`src/rtl/uart_cmd_pkg.sv`:
```
`default_nettype none
// ============================================================================
// Module   : uart_cmd_pkg
// Purpose  : Shared types and constants for the UART command front end.
//            Holds the state encodings for the command assembler and the
//            transmit serialiser, the frame length, the default baud
//            divider and the positive-acknowledge response byte.
// Ports    : none (package)
// Revision : 1.0  initial release
// ============================================================================
package uart_cmd_pkg;

    typedef enum logic [0:0] {
        WAIT_HI = 1'b0,
        WAIT_LO = 1'b1
    } asm_state_t;

    typedef enum logic [0:0] {
        IDLE = 1'b0,
        XMIT = 1'b1
    } tx_state_t;

    localparam int         UART_FRAME_BITS = 10;
    localparam int         DFLT_BAUD_DIV   = 2604;
    localparam logic [7:0] POS_ACK         = 8'hA5;

endpackage
`default_nettype wire

```
`src/rtl/uart_tx.sv`:
```
`default_nettype none
// ============================================================================
// Module   : uart_tx
// Purpose  : 8N1 serialiser for the one-byte response. A request seen in
//            IDLE is accepted, the byte is framed as {stop, data, start},
//            and the frame is shifted out LSB first at BAUD_DIV clocks per
//            bit. o_done rises when the stop bit has been fully sent and
//            stays high until the next accepted request.
// Ports    : clk     - system clock
//            rst_n   - asynchronous active-low reset
//            i_send  - single-cycle transmit request (ignored while busy)
//            i_data  - byte to send, sampled when i_send is accepted
//            o_tx    - serial output, idles high
//            o_done  - previous frame fully transmitted
// Revision : 1.0  initial release
// ============================================================================
module uart_tx
    import uart_cmd_pkg::*;
#(
    parameter int BAUD_DIV = DFLT_BAUD_DIV
) (
    input  logic       clk,
    input  logic       rst_n,
    input  logic       i_send,
    input  logic [7:0] i_data,
    output logic       o_tx,
    output logic       o_done
);

    localparam int BAUD_W = $clog2(BAUD_DIV);
    localparam int BIT_W  = $clog2(UART_FRAME_BITS + 1);

    tx_state_t         r_state;
    tx_state_t         w_next_state;
    logic [9:0]        r_shift;
    logic [BAUD_W-1:0] r_baud;
    logic [BIT_W-1:0]  r_bit;
    logic              r_tx;
    logic              r_done;

    logic              w_baud_end;
    logic              w_all_bits;
    logic              w_load;
    logic              w_shift;
    logic              w_finish;

    assign w_baud_end = (r_baud == BAUD_W'(BAUD_DIV - 1));
    assign w_all_bits = (r_bit == BIT_W'(UART_FRAME_BITS));

    // State register
    always_ff @(posedge clk or negedge rst_n) begin
        if (!rst_n) begin
            r_state <= IDLE;
        end else begin
            r_state <= w_next_state;
        end
    end

    // Next-state logic
    always_comb begin
        w_next_state = r_state;
        case (r_state)
            IDLE:    if (i_send)     w_next_state = XMIT;
            XMIT:    if (w_all_bits) w_next_state = IDLE;
            default:                 w_next_state = IDLE;
        endcase
    end

    // Control outputs. The bit counter reaches 10 one bit-period after the
    // stop bit was loaded onto the line; o_tx is one register behind the
    // shifter, so that extra cycle lines the finish up with the end of the
    // stop bit as seen on the pin.
    always_comb begin
        w_load   = 1'b0;
        w_shift  = 1'b0;
        w_finish = 1'b0;
        case (r_state)
            IDLE: w_load = i_send;
            XMIT: begin
                w_shift  = !w_all_bits && w_baud_end;
                w_finish = w_all_bits;
            end
            default: ;
        endcase
    end

    // Datapath
    always_ff @(posedge clk or negedge rst_n) begin
        if (!rst_n) begin
            r_shift <= '1;
            r_baud  <= '0;
            r_bit   <= '0;
            r_tx    <= 1'b1;
            r_done  <= 1'b0;
        end else begin
            r_tx <= (r_state == XMIT) ? r_shift[0] : 1'b1;
            if (w_load) begin
                r_shift <= {1'b1, i_data, 1'b0};
                r_baud  <= '0;
                r_bit   <= '0;
                r_done  <= 1'b0;
            end else if (r_state == XMIT) begin
                if (w_shift) begin
                    r_shift <= {1'b1, r_shift[9:1]};
                    r_baud  <= '0;
                    r_bit   <= r_bit + BIT_W'(1);
                end else begin
                    r_baud  <= r_baud + BAUD_W'(1);
                end
                if (w_finish) begin
                    r_done <= 1'b1;
                end
            end
        end
    end

    assign o_tx   = r_tx;
    assign o_done = r_done;

endmodule
`default_nettype wire

```
`src/rtl/uart_cmd_wrapper.sv`:
```
`default_nettype none
// ============================================================================
// Module   : uart_cmd_wrapper
// Purpose  : Receive-side command front end. Deserialises 8N1 bytes from
//            RX, pairs them high byte first into a 16-bit command with a
//            ready/clear handshake, and sends a one-byte response on TX.
// Ports    : clk          - system clock
//            rst_n        - asynchronous active-low reset
//            RX           - serial input (asynchronous, idles high)
//            TX           - serial output (idles high)
//            cmd          - last complete command {high, low}
//            cmd_rdy      - cmd holds a complete command
//            clr_cmd_rdy  - consumer acknowledge, clears cmd_rdy
//            send_resp    - single-cycle request to transmit resp
//            resp         - response byte
//            resp_sent    - previous response fully transmitted
// Options  : UART_CMD_TIMEOUT_EN - when defined, a high byte left waiting
//            for TIMEOUT_CLKS clocks without its low byte is discarded.
// Revision : 1.0  initial release
// ============================================================================
module uart_cmd_wrapper
    import uart_cmd_pkg::*;
#(
    parameter int BAUD_DIV     = DFLT_BAUD_DIV,
    parameter int TIMEOUT_CLKS = 104160
) (
    input  logic        clk,
    input  logic        rst_n,
    input  logic        RX,
    output logic        TX,
    output logic [15:0] cmd,
    output logic        cmd_rdy,
    input  logic        clr_cmd_rdy,
    input  logic        send_resp,
    input  logic [7:0]  resp,
    output logic        resp_sent
);

    localparam int RX_BW = $clog2(BAUD_DIV + 1);

    // Elaboration-time parameter sanity checks
    if (BAUD_DIV < 16) begin : g_chk_baud
        $error("uart_cmd_wrapper: BAUD_DIV must be at least 16");
    end
    if (TIMEOUT_CLKS < 1) begin : g_chk_timeout
        $error("uart_cmd_wrapper: TIMEOUT_CLKS must be positive");
    end

    // ------------------------------------------------------------------
    // Receiver
    // ------------------------------------------------------------------
    logic             r_rx_meta;
    logic             r_rx_sync;
    logic             r_rx_prev;
    logic             r_rx_busy;
    logic [RX_BW-1:0] r_rx_baud;
    logic [3:0]       r_rx_bit;
    logic [7:0]       r_rx_shift;

    logic             w_rx_fall;
    logic             w_rx_tick;
    logic             w_rx_last;
    logic             w_rx_data;
    logic             w_byte_rdy;
    logic             w_frame_err;

    assign w_rx_fall   = !r_rx_busy && r_rx_prev && !r_rx_sync;
    assign w_rx_tick   = r_rx_busy && (r_rx_baud == RX_BW'(1));
    assign w_rx_last   = (r_rx_bit == 4'(UART_FRAME_BITS - 1));
    assign w_rx_data   = (r_rx_bit >= 4'd1) && (r_rx_bit <= 4'd8);
    // Judged on the stop sample itself so the assembler loads on that edge.
    assign w_byte_rdy  = w_rx_tick && w_rx_last && r_rx_sync;
    assign w_frame_err = w_rx_tick && w_rx_last && !r_rx_sync;

    always_ff @(posedge clk or negedge rst_n) begin
        if (!rst_n) begin
            r_rx_meta  <= 1'b1;
            r_rx_sync  <= 1'b1;
            r_rx_prev  <= 1'b1;
            r_rx_busy  <= 1'b0;
            r_rx_baud  <= '0;
            r_rx_bit   <= '0;
            r_rx_shift <= '0;
        end else begin
            r_rx_meta <= RX;
            r_rx_sync <= r_rx_meta;
            r_rx_prev <= r_rx_sync;
            if (w_rx_fall) begin
                // Half a bit first so every later sample lands mid-bit.
                r_rx_busy <= 1'b1;
                r_rx_baud <= RX_BW'(BAUD_DIV / 2);
                r_rx_bit  <= '0;
            end else if (r_rx_busy) begin
                if (w_rx_tick) begin
                    r_rx_baud <= RX_BW'(BAUD_DIV);
                    r_rx_bit  <= r_rx_bit + 4'd1;
                    if (w_rx_data) begin
                        r_rx_shift <= {r_rx_sync, r_rx_shift[7:1]};
                    end
                    if (w_rx_last) begin
                        r_rx_busy <= 1'b0;
                    end
                end else begin
                    r_rx_baud <= r_rx_baud - RX_BW'(1);
                end
            end
        end
    end

    // ------------------------------------------------------------------
    // Command assembler
    // ------------------------------------------------------------------
    asm_state_t  r_asm_state;
    asm_state_t  w_asm_next;
    logic [7:0]  r_hi;
    logic [15:0] r_cmd;
    logic        r_cmd_rdy;
    logic        w_load_hi;
    logic        w_load_cmd;
    logic        w_timeout;

`ifdef UART_CMD_TIMEOUT_EN
    localparam int TO_W = $clog2(TIMEOUT_CLKS + 1);
    logic [TO_W-1:0] r_to_cnt;

    assign w_timeout = (r_asm_state == WAIT_LO) &&
                       (r_to_cnt == TO_W'(TIMEOUT_CLKS - 1));

    always_ff @(posedge clk or negedge rst_n) begin
        if (!rst_n) begin
            r_to_cnt <= '0;
        end else if (w_load_hi) begin
            r_to_cnt <= '0;
        end else if ((r_asm_state == WAIT_LO) && !w_timeout) begin
            r_to_cnt <= r_to_cnt + TO_W'(1);
        end
    end
`else
    assign w_timeout = 1'b0;
`endif

    // State register
    always_ff @(posedge clk or negedge rst_n) begin
        if (!rst_n) begin
            r_asm_state <= WAIT_HI;
        end else begin
            r_asm_state <= w_asm_next;
        end
    end

    // Next-state logic; a completed low byte takes priority over timeout.
    always_comb begin
        w_asm_next = r_asm_state;
        case (r_asm_state)
            WAIT_HI: if (w_byte_rdy) w_asm_next = WAIT_LO;
            WAIT_LO: if (w_byte_rdy || w_frame_err || w_timeout)
                         w_asm_next = WAIT_HI;
            default: w_asm_next = WAIT_HI;
        endcase
    end

    // Output decode
    always_comb begin
        w_load_hi  = 1'b0;
        w_load_cmd = 1'b0;
        case (r_asm_state)
            WAIT_HI: w_load_hi  = w_byte_rdy;
            WAIT_LO: w_load_cmd = w_byte_rdy;
            default: ;
        endcase
    end

    // Command registers. A new high byte withdraws cmd_rdy; completion
    // beats a simultaneous consumer clear.
    always_ff @(posedge clk or negedge rst_n) begin
        if (!rst_n) begin
            r_hi      <= '0;
            r_cmd     <= '0;
            r_cmd_rdy <= 1'b0;
        end else begin
            if (w_load_hi) begin
                r_hi <= r_rx_shift;
            end
            if (w_load_cmd) begin
                r_cmd     <= {r_hi, r_rx_shift};
                r_cmd_rdy <= 1'b1;
            end else if (w_load_hi || clr_cmd_rdy) begin
                r_cmd_rdy <= 1'b0;
            end
        end
    end

    assign cmd     = r_cmd;
    assign cmd_rdy = r_cmd_rdy;

    // ------------------------------------------------------------------
    // Transmitter
    // ------------------------------------------------------------------
    uart_tx #(
        .BAUD_DIV (BAUD_DIV)
    ) u_tx (
        .clk    (clk),
        .rst_n  (rst_n),
        .i_send (send_resp),
        .i_data (resp),
        .o_tx   (TX),
        .o_done (resp_sent)
    );

endmodule
`default_nettype wire

```
`config.mk`:
```
export PLATFORM = sky130hd
export DESIGN_NAME = uart_cmd_wrapper
export DESIGN_NICKNAME = d
export VERILOG_FILES = /design/src/rtl/uart_cmd_pkg.sv /design/src/rtl/uart_tx.sv /design/src/rtl/uart_cmd_wrapper.sv
export SDC_FILE = /design/constraint.sdc
export NUM_CORES = 1
export LEC_CHECK = 0
export ABC_AREA = 1
export CAP_MARGIN = 40
export CORE_MARGIN = 2
export CORE_UTILIZATION = 59
export CTS_BUF_LIST = sky130_fd_sc_hd__clkbuf_16
export DETAILED_ROUTE_END_ITERATION = 8
export PLACE_DENSITY = 0.88
export SETUP_SLACK_MARGIN = 0.02
export SYNTH_ARGS = -nofsm -noshare
export SYNTH_HDL_FRONTEND = slang
export SYNTH_HIERARCHICAL = 1
export SYNTH_SLANG_ARGS = --single-unit
```
`constraint.sdc`:
```
create_clock -name clk -period 1.95 [get_ports clk]
set_clock_uncertainty 0.15 [all_clocks]
set_input_delay 0.2925 -clock clk [delete_from_list [all_inputs] [get_ports clk]]
set_output_delay 0.2925 -clock clk [all_outputs]
set_load 0.02 [all_outputs]
```
---- Word-level counts from Yosys, hierarchy flattened ----
Index checks and enable logic that the tools add are counted.
word-level totals
  flip-flop bits (word level) ............. 83
cells by class
  eq/ne operators ......................... 4
  magnitude comparators ................... 2
  $add $sub $neg .......................... 4
  mux-type cells .......................... 36
  bitwise gates (word level) .............. 3
  reduce and logical (&&, ||, !) cells .... 23
operators with widths
  kind                                                                count
  2-to-1 mux 12 bit                                                   6
  2-to-1 mux 10 bit                                                   3
  2-to-1 mux 4 bit                                                    6
  2-to-1 mux 1 bit                                                    19
  adder 12 x 1 -> 12 bit (second input constant)                      1
  == test 12 x 1 -> 1 bit (second input constant)                     1
  == test 12 bit (second input constant)                              1
  nonzero test 2 bit                                                  6
  subtractor 12 x 1 -> 12 bit (second input constant)                 1
  adder 4 x 1 -> 4 bit (second input constant)                        2
  == test 4 bit (second input constant)                               2
  logical AND 1 bit                                                   8
  AND reduction 2 bit                                                 3
  greater-or-equal comparator 4 x 1 -> 1 bit (second input constant)  1
  <= comparator 4 bit (second input constant)                         1
  case mux 1 bit (2 select lines)                                     2
  AND reduction 4 bit                                                 1
  logical NOT 1 bit                                                   3
  NOT 1 bit                                                           3
  logical OR 1 bit                                                    2

---- Longest topological paths before layout ----
Gate-level depths: netlist of run 1.
  word-level depth ........................ 8
  gate-level depth with buffers ........... 10

---- Hierarchy ----
The synthesis of run 1 kept the hierarchy.
modules (own cells, without submodules)
  module            cells an instance  sequential area each (µm²)  area each (µm²)  times used
  uart_cmd_wrapper  298                1355.0                      2633.8           1
  uart_tx           217                713.2                       1650.3           1

---- Least setup slack after synthesis of run 1 ----
No wires, ideal clock.
  path type ............................... register to register
  from .................................... register r_rx_bit[1]
  to ...................................... register r_cmd[0], in the netlist cmd[0]
  setup slack ............................. 0.280 ns
  required time ........................... 1.683 ns
  path buffers ............................ 1
  data arrival time ....................... 1.403 ns
  period minus slack after synthesis ...... 1.670 ns
  stages on the path, launching flop included .. 9
  setup time .............................. 0.117 ns
  path through ............................ dfrtp_1 > inv_1 > ha_1 > nand3_1 > inv_1 > nand4_4 > buf_6 > nand2_1 > nand2_1
between the ends
  longest elaborated chain between the ends .. 4
ends and longest elaborated chain
  item                             line                     source
  from (decl)                      uart_cmd_wrapper.sv:57   logic [3:0] r_rx_bit;
  from (signal assigned)           uart_cmd_wrapper.sv:96   r_rx_bit <= r_rx_bit + 4'd1;
  == test 4 bit                    uart_cmd_wrapper.sv:69   assign w_rx_last = (r_rx_bit == 4'(UART_FRAME_BITS - 1));
  logical AND 1 bit (2 in series)  uart_cmd_wrapper.sv:72   assign w_byte_rdy = w_rx_tick && w_rx_last && r_rx_sync;
  2-to-1 mux 1 bit                 uart_cmd_wrapper.sv:166  case (r_asm_state)
  to (signal assigned)             uart_cmd_wrapper.sv:185  r_cmd <= {r_hi, r_rx_shift};
  to (decl)                        uart_cmd_wrapper.sv:116  logic [15:0] r_cmd;
Every way passes these cells.
A chain may end at the register's enable or synchronous reset.

---- Final worst setup path of run 1 ----
  from .................................... register r_rx_baud[1]
  to ...................................... register r_cmd[9], in the netlist cmd[9]
between the ends
  longest elaborated chain between the ends .. 5
ends and longest elaborated chain
  item                             line                     source
  from (decl)                      uart_cmd_wrapper.sv:56   logic [RX_BW-1:0] r_rx_baud;
  from (signal assigned)           uart_cmd_wrapper.sv:91   r_rx_baud <= RX_BW'(BAUD_DIV / 2);
  from (signal assigned)           uart_cmd_wrapper.sv:95   r_rx_baud <= RX_BW'(BAUD_DIV);
  from (signal assigned)           uart_cmd_wrapper.sv:104  r_rx_baud <= r_rx_baud - RX_BW'(1);
  == test 12 x 1 -> 1 bit          uart_cmd_wrapper.sv:68   assign w_rx_tick = r_rx_busy && (r_rx_baud == RX_BW'(1));
  logical AND 1 bit                uart_cmd_wrapper.sv:68
  logical AND 1 bit (2 in series)  uart_cmd_wrapper.sv:72
  2-to-1 mux 1 bit                 uart_cmd_wrapper.sv:166
Every way passes these cells.

==> results.json, run 1 <==
{
  "met3_length_um": 715,
  "synth_mux_area_frac": 0,
  "clock_sinks": 82,
  "highest_layer": "met4",
  "wl_um": 10500,
  "synth_adder_area_share": 0.0263,
  "yosysUniqueCellTypes": 32,
  "crit_arrival_ns": 2.04,
  "grt-ovfl-total": 0,
  "worstMarginPinSlew_ns": 0.411,
  "tritoncts": "built",
  "slew_viol_final": 0,
  "synth_warnings": 6,
  "dr.pass1.iters": 7,
  "wl_per_cell_um": 15.6,
  "crit_chain": "inv_2 -> ha_4 -> nand2_2 -> nor2_4 -> nand3_4 -> nor2_4 -> nand4_1 -> nand2_1",
  "seq_area_frac_synth": 0.483,
  "cpMaxStageDelayCell": "dfrtp_1",
  "vias": 3802,
  "cts_max_path_buffers": 2,
  "cts_root_buf": "clkbuf_16",
  "end_kind": "flip-flop",
  "synth_fp_nets": 537,
  "synth-xor-area-share": 0.0204,
  "dpl_worst_slack_ns": 0.0937,
  "grt_pass1_wl_um": 15500,
  "startpoint_type": "flip-flop",
  "synth_seq_cells": 82,
  "fin_crit_sh": 0.977,
  "die_y_um": 89.2,
  "dieArea_um2": 7960,
  "critPathKind": "reg2reg",
  "h-tree-depth": 3,
  "start_util": 0.600,
  "via_per_inst": 5.67,
  "finalHoldViolCount": 0,
  "ys.flop_type": "dfrtp_1",
  "synthSimpleGateAreaFrac": 0.362,
  "max-vdd-ir-drop_mv": 0.802,
  "synth_area_um2": 4280,
  "grt_pass1_vias": 3455,
  "die-width_um": 89.2,
  "outcome": "complete, no violations",
  "clk_latency_ns": 0.35,
  "fmax_ghz": 0.525,
  "setup_viol": 0,
  "final_nets": 589,
  "crit_required_ns": 2.09,
  "ios": 32,
  "min_path_type": "reg2reg",
  "drtAntennaViolNets": 0,
  "finalCoreUtilization": 0.723,
  "synthArstFlopShare": 1.00,
  "power.leakage_nw": 2.61,
  "powerDensity_nw_per_um2": 1150,
  "fp.coreArea_um2": 7140,
  "antenna_found_initial": 0,
  "worst-path-max-fanout": 13,
  "dpl.hpwl_um": 6230,
  "place_congestion": 0.874,
  "clkTransAtPathRegs_ns": 0.08,
  "fin_crit_ns": 1.90,
  "critPathMaxStageDelay_ns": 0.41,
  "io_buffers": 31,
  "syn-instance-count": 515,
  "synth_compound_area_frac": 0.0415,
  "cap_violations": 0,
  "rows": 31,
  "seqCellArea_um2": 2070,
  "drc": 0,
  "met2_length_um": 5440,
  "setup_ws_ns": 0.0458,
  "cts_buffers": 9,
  "syn-mean-instance-area_um2": 8.32,
  "nFillCells": 494,
  "grt_usage": 0.253,
  "met1_length_um": 4020,
  "relSlewSlack": 0.726,
  "synth-edff-count": 0,
  "grt_max_degree": 35,
  "finalPower_mw": 5.96,
  "syn_to_final_growth_pct": 20.5,
  "dr.first_iter.drc_count": 379,
  "diodes": 0,
  "multiInputGateArea_um2": 2040,
  "synth_top_family_by_area": "simple AND/OR/NAND/NOR gates",
  "crit_top_cell": "nor2_4",
  "drive_gt1_frac": 0.189
}
==> repair_timing <==
item | in CTS | in global routing
gates resized for setup | 0 | 14
buffers inserted | 0 | 9
endpoints found under the hold margin | 22 | 0
hold buffers | 1 | 0
setup endpoints to repair | 0 | 30
==> report_power, final <==
| part | switching (mW) | total [mW] | leakage, nW | internal (mW) |
|---|---|---|---|---|
| clock network | 0.755 | 1.64 | 0.129 | 0.881 |
| logic | 1.15 | 1.81 | 1.42 | 0.661 |
| registers | 0.383 | 2.52 | 1.05 | 2.13 |
| total | 2.28 | 5.96 | 2.61 | 3.68 |
==> synthesized netlist by cell type, types with 3 or more instances <==
cell type	n	area (µm²)
a21oi_1	9	45.0
buf_2	5	25.0
buf_6	5	56.3
clkbuf_1	3	11.3
dfrtp_1	69	1730
dfstp_2	13	342
ha_1	9	113
inv_1	35	131
inv_2	9	33.8
nand2_1	163	612
nand2_2	12	75.1
nand2_4	5	56.3
nand3_1	48	240
nand4_1	26	163
nor2_1	44	165
nor2_2	6	37.5
nor2_4	4	45.0
nor2_8	3	60.1
nor3_1	3	15.0
o21ai_0	20	100
xor2_1	8	70.1
==> critical path, delay by kind of cell, from the launching register on <==
family	cells	cell delay (ns)
buffers and inverters	1	0.09
adders and majority gates	1	0.14
DFF	1	0.41
and+or+nand+nor	6	1.06
==> per-stage QoR <==
stage	hold slack (ns)	std cells	setup TNS, ns	instance area [µm²]
2_1_floorplan	-0.153	515	0	4280
3_3_place_gp	0.0816	640	0	4680
3_5_place_dp	0.0860	640	0	4680
4_1_cts	0.208	657	0	4980
5_1_grt	0.216	671	-0.0324	5160
6_report	0.207	671	0	5160
==> cell families after synthesis <==
group	Yosys count
AOI/OAI and AO/OA	33
xor gates and xnor gates	10
adders and majority gates	9
buffers and inverters	60
DFF	82
and+or+nand+nor	321
==> final timing paths <==
check | cells after the start | slack, ns | start | endpoint
min in group asynchronous | 2 | 0.25 | rst_n | r_hi[7]$_DFFE_PN0P_
worst max register to register | 8 | 0.05 | r_rx_baud[1]$_DFFE_PN0P_ | cmd[9]$_DFFE_PN0P_
worst min register to register | 0 | 0.21 | r_rx_meta$_DFF_PN1_ | r_rx_sync$_DFF_PN1_
worst min-delay path | 0 | 0.21 | r_rx_meta$_DFF_PN1_ | r_rx_sync$_DFF_PN1_
max in group asynchronous | 3 | 0.81 | rst_n | u_tx/r_shift[0]$_DFFE_PN1P_
worst max-delay path | 8 | 0.05 | r_rx_baud[1]$_DFFE_PN0P_ | cmd[9]$_DFFE_PN0P_
==> layout make-up <==
cell class / instances / area share
repair buffers: 50 / 0.0914
flip-flops and latches: 82 / 0.401
well taps: 99 / 0.0240
inverters: 46 / 0.0339
clock buffers: 9 / 0.0436
multi-input cells: 378 / 0.395
clock inverters: 7 / 0.0111
==> cell usage in the layout, fill, tap and decap left out, types with 5 or more instances in the layout <==
cell type        count
nand2_1            162
dfrtp_1             68
nand3_1             47
nor2_1              43
inv_1               33
clkdlybuf4s50_1     29
nand4_1             26
o21ai_0             20
buf_4               17
nand2_2             13
dfstp_2             13
inv_2               10
a21oi_1              9
clkbuf_16            9
xor2_1               8
ha_1                 8
nor2_2               7
nor2_4               6
nand2_4              5
==> sequential cells by signal, summed over array words and instances (netlist names) <==
name / cells
r_asm_state: 1
r_rx_busy: 1
cmd_rdy: 1
u_tx/o_done: 1
r_rx_shift: 8
u_tx/r_baud: 12
r_rx_prev: 1
r_hi: 8
cmd: 16
r_rx_meta: 1
r_rx_baud: 12
u_tx/r_shift: 9
u_tx/r_state: 1
u_tx/r_bit: 4
r_rx_sync: 1
r_rx_bit: 4
u_tx/o_tx: 1
==> layer usage <==
metal / track usage / vias up
met4: 0.103 / 0
li1: - / 1779
met2: 0.444 / 174
met1: 0.302 / 1824
met3: 0.0536 / 25
met5: 0 / -
(Power assumes the default switching activity.)
==> run 2: changes to the inputs <==
Settings changed: GPL_TIMING_DRIVEN set to 1.
==> results of run 2 <==
No change in the layout: final DEF, timing and power equal those of run 1.
